[src/rtl/rob_buf_pkg.sv]
// Shared types and default sizes for the reorder buffer.
// Tags index slots; pointers carry an extra wrap bit.
package rob_buf_pkg;

    localparam int DEF_DEPTH  = 8;
    localparam int DEF_AWIDTH = 3;
    localparam int DEF_WIDTH  = 34;

    typedef logic [DEF_AWIDTH-1:0] tag_t;
    typedef logic [DEF_AWIDTH:0]   ptr_t;

    // Index bits of a wrap-extended pointer.
    function automatic tag_t ptr_idx(input ptr_t p);
        return p[DEF_AWIDTH-1:0];
    endfunction

endpackage

[src/rtl/rob_store.sv]
// Reorder buffer slot storage: payload array plus per-slot
// allocated/completed bits, registered writes, array read.
module rob_store
    import rob_buf_pkg::*;
#(
    parameter int depth  = DEF_DEPTH,
    parameter int awidth = DEF_AWIDTH,
    parameter int width  = DEF_WIDTH
) (
    input  logic              clk,
    input  logic              rst_n,
    input  logic              clear,
    input  logic              set_en,
    input  logic [awidth-1:0] set_idx,
    input  logic              done_en,
    input  logic [awidth-1:0] done_idx,
    input  logic [width-1:0]  done_data,
    input  logic              free_en,
    input  logic [awidth-1:0] free_idx,
    input  logic [awidth-1:0] rd_idx,
    output logic [width-1:0]  rd_data,
    output logic [depth-1:0]  alloc_bits,
    output logic [depth-1:0]  done_bits
);

    logic [width-1:0] mem [depth];

    // Payload capture on a legal completion; storage is not reset.
    always_ff @(posedge clk) begin
        if (done_en) begin
            mem[done_idx] <= done_data;
        end
    end

    assign rd_data = mem[rd_idx];

    // Slot lifecycle bits; clear wins over every other update.
    always_ff @(posedge clk or negedge rst_n) begin
        if (!rst_n) begin
            alloc_bits <= '0;
            done_bits  <= '0;
        end else if (clear) begin
            alloc_bits <= '0;
            done_bits  <= '0;
        end else begin
            if (set_en) begin
                alloc_bits[set_idx] <= 1'b1;
                done_bits[set_idx]  <= 1'b0;
            end
            if (done_en) begin
                done_bits[done_idx] <= 1'b1;
            end
            if (free_en) begin
                alloc_bits[free_idx] <= 1'b0;
                done_bits[free_idx]  <= 1'b0;
            end
        end
    end

endmodule

[src/rtl/rob_buf.sv]
// Reorder buffer: in-order allocate, out-of-order complete,
// in-order retire, with flush and a sticky bad-write flag.
module rob_buf
    import rob_buf_pkg::*;
#(
    parameter int depth  = DEF_DEPTH,
    parameter int awidth = DEF_AWIDTH,
    parameter int width  = DEF_WIDTH
) (
    input  logic              clk,
    input  logic              rst_n,
    input  logic              flush,
    input  logic              alloc_req,
    output logic              alloc_ready,
    output logic [awidth-1:0] alloc_tag,
    input  logic              wr_en,
    input  logic [awidth-1:0] wr_tag,
    input  logic [width-1:0]  wr_data,
    output logic              ret_valid,
    input  logic              ret_ready,
    output logic [awidth-1:0] ret_tag,
    output logic [width-1:0]  ret_data,
    output logic [awidth:0]   count,
    output logic              full,
    output logic              empty,
    output logic              err_wr
);

    logic [awidth:0]  head;
    logic [awidth:0]  tail;
    logic [depth-1:0] alloc_bits;
    logic [depth-1:0] done_bits;
    logic             wr_ok;
    logic             alloc_fire;
    logic             wr_fire;
    logic             ret_fire;

    assign alloc_tag   = tail[awidth-1:0];
    assign ret_tag     = head[awidth-1:0];
    assign count       = tail - head;
    assign empty       = (head == tail);
    assign full        = (head[awidth-1:0] == tail[awidth-1:0])
                      && (head[awidth] != tail[awidth]);
    assign alloc_ready = !full;
    assign ret_valid   = !empty && done_bits[ret_tag];

    // A write is only legal into an allocated, still-pending slot.
    assign wr_ok      = alloc_bits[wr_tag] && !done_bits[wr_tag];
    assign alloc_fire = alloc_req && !full && !flush;
    assign wr_fire    = wr_en && wr_ok && !flush;
    assign ret_fire   = ret_valid && ret_ready && !flush;

    rob_store #(
        .depth  (depth),
        .awidth (awidth),
        .width  (width)
    ) u_store (
        .clk        (clk),
        .rst_n      (rst_n),
        .clear      (flush),
        .set_en     (alloc_fire),
        .set_idx    (alloc_tag),
        .done_en    (wr_fire),
        .done_idx   (wr_tag),
        .done_data  (wr_data),
        .free_en    (ret_fire),
        .free_idx   (ret_tag),
        .rd_idx     (ret_tag),
        .rd_data    (ret_data),
        .alloc_bits (alloc_bits),
        .done_bits  (done_bits)
    );

    // Head/tail advance; flush rewinds both to slot 0.
    always_ff @(posedge clk or negedge rst_n) begin
        if (!rst_n) begin
            head <= '0;
            tail <= '0;
        end else if (flush) begin
            head <= '0;
            tail <= '0;
        end else begin
            if (alloc_fire) begin
                tail <= tail + 1'b1;
            end
            if (ret_fire) begin
                head <= head + 1'b1;
            end
        end
    end

    // Sticky bad-write flag; survives flush, cleared only by reset.
    always_ff @(posedge clk or negedge rst_n) begin
        if (!rst_n) begin
            err_wr <= 1'b0;
        end else if (wr_en && !wr_ok && !flush) begin
            err_wr <= 1'b1;
        end
    end

endmodule

[config.mk]
export PLATFORM = sky130hd
export DESIGN_NAME = rob_buf
export DESIGN_NICKNAME = d
export VERILOG_FILES = /design/src/rtl/rob_buf_pkg.sv /design/src/rtl/rob_store.sv /design/src/rtl/rob_buf.sv
export SDC_FILE = /design/constraint.sdc
export NUM_CORES = 1
export LEC_CHECK = 0
export CELL_PAD_IN_SITES_DETAIL_PLACEMENT = 0
export CELL_PAD_IN_SITES_GLOBAL_PLACEMENT = 1
export CORE_UTILIZATION = 50
export CTS_CLUSTER_DIAMETER = 80
export DETAILED_ROUTE_END_ITERATION = 16
export HOLD_SLACK_MARGIN = 0.03
export PLACE_DENSITY = 0.89
export SLEW_MARGIN = 20
export SYNTH_ARGS = -nofsm -noshare
export SYNTH_HDL_FRONTEND = slang
export SYNTH_SLANG_ARGS = --single-unit
[constraint.sdc]
create_clock -name clk -period 8.5 [get_ports clk]
set_input_delay 0.85 -clock clk [delete_from_list [all_inputs] [get_ports clk]]
set_output_delay 0.85 -clock clk [all_outputs]
set_load 0.01 [all_outputs]
==> run_results.csv <==
group,metric,value,unit
global_routing,antenna_found_initial,0,
clocking,cts_setup_buffers,0,
run,drv_cap,0,
drt,drtPass1Iterations,5,
finish,syn_to_final_growth,17.57,%
worst_hold_path,hold_class,"reg -> reg",
clocking,post_cts_resized,0,
drt,drtAntennaViolNets,0,
clocking,numCtsBuffers,29,
logic_synthesis,syn_inst,809,
global_routing,overflow,0,
floorplanning,die_area,24830,sq um
drt,routed_via_density,5.726,
timing,fmax,207.5,MHz
drt,wl_per_cell,21.00,microns
finish,layout_commonest_cell,"edfxtp_1",
timing,fin_crit_sh,56.69,%
logic_synthesis,synth.ff_latch_count,297,
placed_design,dpl.hpwl,14140,microns
clocking,cts_hold_buffers,0,
global_routing,grt_pass1_vias,6981,
drt,route.met2.wl,12920,microns
timing,report.final.slew_viol_count,0,
placed_design,port_buffers,91,
floorplanning,ioPinCount,92,
timing,worst_pin_slew,0.9332,ns
drt,maxUsedRoutingLayer,"met4",
finish,num-fill-cells,1745,
floorplanning,die_h,157.6,microns
clocking,h-tree-depth,1,
power,total_leakage_power,4.653,nW
drt,drt_iter0_drc,493,
worst_setup_path,rr_worst_depth,8,
timing,fin_tns_setup,0,ns
drt,drt_wl_total,25900,microns
power,vdd_ir_drop_max,0.0001543,V
drt,drt-met1-wl,10960,microns
timing,hold_violations,0,
worst_setup_path,crit_arrival,3.97,ns
worst_setup_path,cp_max_fo,44,
logic_synthesis,synth-edff-count,272,
finish,drive_gt1_share,8.206,%
logic_synthesis,netlist_area,12100,sq um
worst_setup_path,cp-start-kind,"flop",
finish,diodes,0,
drt,routed-wl-met3,1426,microns
worst_setup_path,endpoint,"ret_data[0]",
floorplanning,num_rows,56,
logic_synthesis,syn_area_per_cell,14.96,sq um
logic_synthesis,synth_fp_nets,858,
timing,period_minus_slack,4.819,ns
global_routing,grt_max_degree,45,
timing,rsz0062_at_grt,"no",
global_routing,track_usage,20.98,%
floorplanning,start_util,51.26,%
logic_synthesis,ys_types,49,
logic_synthesis,yosysWarningCount,0,
worst_setup_path,r2r-end,"u_store.done_bits[0]$_DFF_PN0_",
worst_hold_path,hp-start,"err_wr$_DFFE_PN0P_",
clocking,cts_tree,"done",
logic_synthesis,synth_flop_cell,"edfxtp_1",
drt,num_vias,7060,
floorplanning,coreArea,23610,sq um
finish,fin_util,60.26,%
drt,drc,0,
worst_setup_path,reg2reg_slack,5.07,ns
timing,maxSlewHeadroom,37.55,%
logic_synthesis,async_flop_share,8.418,%
worst_setup_path,end_kind,"primary output",
clocking,clk_latency,0.54,ns
worst_setup_path,r2r_start,"head[1]$_DFFE_PN0P_",
worst_setup_path,critPathKind,"reg -> out",
placed_design,gp_congestion,0.8402,
worst_setup_path,required,7.65,ns
timing,finalSetupViolCount,0,
floorplanning,die_x,157.6,microns
finish,nNetsFinal,942,
logic_synthesis,ys_seq_area_share,72.66,%
global_routing,grt_pass1_wl,38760,microns
worst_setup_path,startpoint,"head[0]$_DFFE_PN0P_",
timing,final.setup_skew,0.01505,ns
clocking,clk_pin_slew,0.06,ns
status,status,"complete, no violations",
clocking,cts.sinks,297,
finish,layout_common_cells,"edfxtp_1 (272), mux2i_1 (109), clkdlybuf4s50_1 (91), nand2_1 (76), nor2_1 (52)",
clocking,clk_path_buf_depth,3,
clocking,clockRootBuffer,"clkbuf_16",
power,power_density,205.3,nW/um^2
-- critical path: stages, from the launching register on --
cell             delay (ns)
dfrtp_4                0.88
inv_1                  0.46
buf_4                  0.37
nor2_2                 0.61
a21oi_1                0.16
o221ai_1               0.32
clkdlybuf4s50_1        0.61
-- final cells by class --
type | instances | area [sq um] | area share (%)
multi-input cells | 438 | 3010 | 21.16
clock buffers | 34 | 744.5 | 5.232
repair buffers | 108 | 1039 | 7.298
well taps | 319 | 399.1 | 2.805
inverters | 19 | 71.32 | 0.5012
flip-flops and latches | 297 | 8802 | 61.86
clock inverters | 18 | 163.9 | 1.152
-- metrics by stage --
stage | power (mW) | worst slack (ns) | instances | hold slack (ns) | instance area [sq um]
after global placement | 1.725 | 3.879 | 1181 | 0.4547 | 13310
after floorplan | 1.675 | 5.172 | 809 | 0.4894 | 12100
after CTS | 2.933 | 3.638 | 1233 | 0.4615 | 14230
after global routing | 3.007 | 3.528 | 1233 | 0.4858 | 14230
after detailed placement | 1.728 | 4.233 | 1181 | 0.4479 | 13320
final | 2.921 | 3.681 | 1233 | 0.4597 | 14230
-- worst min-delay path by stage --
stage               slack [ns]  cells past startpoint                         endpoint
finish                    0.46                      1               err_wr$_DFFE_PN0P_
CTS                       0.46                      1               err_wr$_DFFE_PN0P_
global placement          0.45                      1               err_wr$_DFFE_PN0P_
detailed placement        0.45                      1               err_wr$_DFFE_PN0P_
global route              0.49                      1               err_wr$_DFFE_PN0P_
floorplan                 0.49                      2  u_store.alloc_bits[7]$_DFF_PN0_
-- state kept, by name, summed over array words and instances (netlist names) --
signal / flops
tail: 4
head: 4
u_store.alloc_bits: 8
u_store.mem: 272
u_store.done_bits: 8
err_wr: 1
-- per-layer routing --
layer  track usage, %  up-vias
met4            6.750        0
met5                0        -
met2            35.48      236
li1                 -     3234
met3            2.902       49
met1            28.18     3541
-- power by group --
group | internal [mW] | switching, mW | leakage (nW)
combinational | 0.0374 | 0.0489 | 1.42
clock | 0.713 | 0.510 | 0.447
sequential | 1.61 | 0.00594 | 2.78
total | 2.36 | 0.565 | 4.65
-- cell families after synthesis --
group,after synthesis,share of synthesized area (%)
buf+inv,74,2.574
flops,297,72.66
fa+ha+maj,6,0.6823
xor+xnor,8,0.5790
simple gates,162,5.727
compound gates,148,8.022
mux,114,9.759
-- synthesized netlist by cell type (3+ instances only) --
cell / instances / area (sq um)
o221ai_1: 33 / 289.0
buf_1: 6 / 22.52
xor2_1: 3 / 26.28
edfxtp_1: 272 / 8168
a21oi_1: 42 / 210.2
inv_1: 19 / 71.32
clkbuf_1: 39 / 146.4
nand4_1: 5 / 31.28
nor3_1: 4 / 20.02
o21ai_0: 42 / 210.2
buf_2: 3 / 15.01
ha_1: 5 / 62.56
dfrtp_1: 25 / 625.6
a31oi_1: 4 / 25.02
a211oi_1: 6 / 45.04
nand2_1: 76 / 285.3
nand2b_1: 5 / 31.28
nor2b_1: 6 / 37.54
xnor2_1: 5 / 43.79
nor2_1: 55 / 206.5
buf_4: 6 / 45.04
mux2i_1: 109 / 1091
a221oi_1: 4 / 35.03
No activity file was read; power rests on OpenSTA's default activity.
==> RTL change: new RTL, same flow settings <==
Register the output `count`, cleared by the reset; this adds one clock of latency there. The other outputs are not delayed to match.
--- a/src/rtl/rob_buf.sv
+++ b/src/rtl/rob_buf.sv
@@ -37,7 +37,13 @@
 
     assign alloc_tag   = tail[awidth-1:0];
     assign ret_tag     = head[awidth-1:0];
-    assign count       = tail - head;
+    always_ff @(posedge clk or negedge rst_n) begin
+        if (!rst_n) begin
+            count <= '0;
+        end else begin
+            count <= tail - head;
+        end
+    end
     assign empty       = (head == tail);
     assign full        = (head[awidth-1:0] == tail[awidth-1:0])
                       && (head[awidth] != tail[awidth]);
Formal check against the unedited RTL: not equivalent (a bounded check fails within 4 cycles, from zero or initial values and one cycle with rst_n low).
==> RTL change against the unedited design <==
Synthesized area increased by 0.78%; sequential cell count increased by 4; clock power about the same; routed wire length increased by 1.3%; setup slack improved by 57 ps; register-to-register slack improved by 120 ps; final area increased by 0.69%; critical path depth decreased by 1; total power increased by 0.73%; utilization increased by 0.24 points; critical path type unchanged.
==> RTL change: results (changes against the unedited design) <==
qor: min_path.min_path_cells 1 [unchanged]
qor: min_path.min_from err_wr$_DFFE_PN0P_
qor: placed_design.dpl.hpwl 14700 um [+3.7%]
qor: worst_setup_path.r2r_worst_path_depth 7 [-1]
qor: timing.transition_time_of_the_tightest_slew_check_pin 929 ps [-3.84 ps]
qor: pwr.power.ir.vdd_worst 0.195 mV [+26%]
qor: global_route.grt_pass1_vias 7187 [+3.0%]
qor: layout.n_antenna_cell 0 [unchanged]
qor: global_route.grt_first_pass_wirelength 40400 um [+4.2%]
qor: placed_design.routabilityCongestion 0.833 [-0.86%]
qor: synth.synth-seq-area-share 0.729 [+0.00262]
qor: global_route.grt_max_degree 50 [+11%]
qor: synth.netlist_top_cells_count edfxtp_1 (272), mux2i_1 (109), nand2_1 (76)
qor: worst_setup_path.critical_path_fanouts_max 41 [-6.8%]
qor: worst_setup_path.r2r_start head[0]$_DFFE_PN0P_
qor: layout.finalNetCount 946 [+0.42%]
qor: routing.first_iter_violations 538 [+9.1%]
qor: clock_network.cts_buffers 30 [+3.4%]
qor: worst_setup_path.timing.critical_path.from head[0]$_DFFE_PN0P_
qor: synth.synth_enable_flop_cells 272 [unchanged]
qor: clock_network.clock_path_buffers 3 [unchanged]
qor: routing.ratio_of_routed_vias_to_standard_cells 5.76 [+0.63%]
qor: run_status.outcome finished clean
qor: worst_setup_path.cp_data_arrival_time 3910 ps [-60 ps]
qor: layout.filler_cell_count_in_the_final_layout 1811 [+3.8%]
qor: clock_network.worstSkewPairLatency 570 ps [+30 ps]
qor: layout.share_of_final_layout_standard_cells_stronger_than_drive_strength_1 0.0760 [-0.00605]
qor: synth.netlist_top_cells_area edfxtp_1 (67%), mux2i_1 (8.9%), dfrtp_1 (5.9%)
qor: timing.skew 16.5 ps [+1.45 ps]
qor: synth.mapped_nets 860 [+0.23%]
qor: synth.synth-async-reset-ratio 0.0963 [+0.0122]
qor: global_route.grt_use_total 0.217 [+0.00730]
qor: clock_network.cts_root_buf clkbuf_16
qor: worst_setup_path.rrSetupSlack 5190 ps [+120 ps]
qor: synth.yosys.cell_types.count 51 [+4.1%]
qor: routing.routed_wirelength 26200 um [+1.3%]
qor: pwr.total_leakage_power 4.69 nW [+0.75%]
RTL change: cell count changes after synthesis, sizes merged:
cell    delta
clkbuf     -8
buf        +6
dfrtp      +4
RTL change: cell families (layout without fill, tap and decap cells):
family | after synthesis | count (layout) | synth area share
DFF | 301 | 301 | 0.729
and+or+nand+nor | 162 | 162 | 0.0568
adders and majority gates | 6 | 6 | 0.00677
muxes | 114 | 114 | 0.0968
AOI/OAI and AO/OA | 148 | 148 | 0.0796
xor gates and xnor gates | 8 | 8 | 0.00574
buffers and inverters | 72 | 182 | 0.0250
RTL change: per-stage QoR:
step | util | cells | area, um^2 | hold WS, ps | worst slack, ps
global placement | 0.566 | 1184 | 13400 | 446 | 4140
global route | 0.605 | 1240 | 14300 | 508 | 3550
finish | 0.605 | 1240 | 14300 | 476 | 3740
CTS | 0.605 | 1240 | 14300 | 490 | 3690
detailed placement | 0.566 | 1184 | 13400 | 477 | 4280
floorplan | - | 811 | 12200 | 489 | 5170
RTL change: area by class of cell:
cell class | count | area share
Tap cell | 319 | 0.0279
Sequential cell | 301 | 0.621
Timing Repair Buffer | 107 | 0.0720
Clock inverter | 13 | 0.00838
Inverter | 19 | 0.00498
Clock buffer | 43 | 0.0558
Multi-Input combinational cell | 438 | 0.210
RTL change: routing by layer:
layer	GRT usage	vias to the layer above	routed length, um
li1	-	3256	-
met1	0.299	3570	11100
met2	0.365	267	12900
met3	0.0249	52	1520
met4	0.0632	0	674
met5	0	-	0
RTL change: critical path, stage by stage, from the launching register on:
cell and delay (ps):
dfrtp_4 840, inv_2 510, nor2_2 850, a21oi_1 150, o221ai_1 340, clkdlybuf4s50_1 610
RTL change: power by group:
part,leakage (nW),internal [mW],switching (mW)
clock network,0.436,0.688,0.534
logic,1.41,0.0375,0.0510
registers,2.84,1.63,0.00599
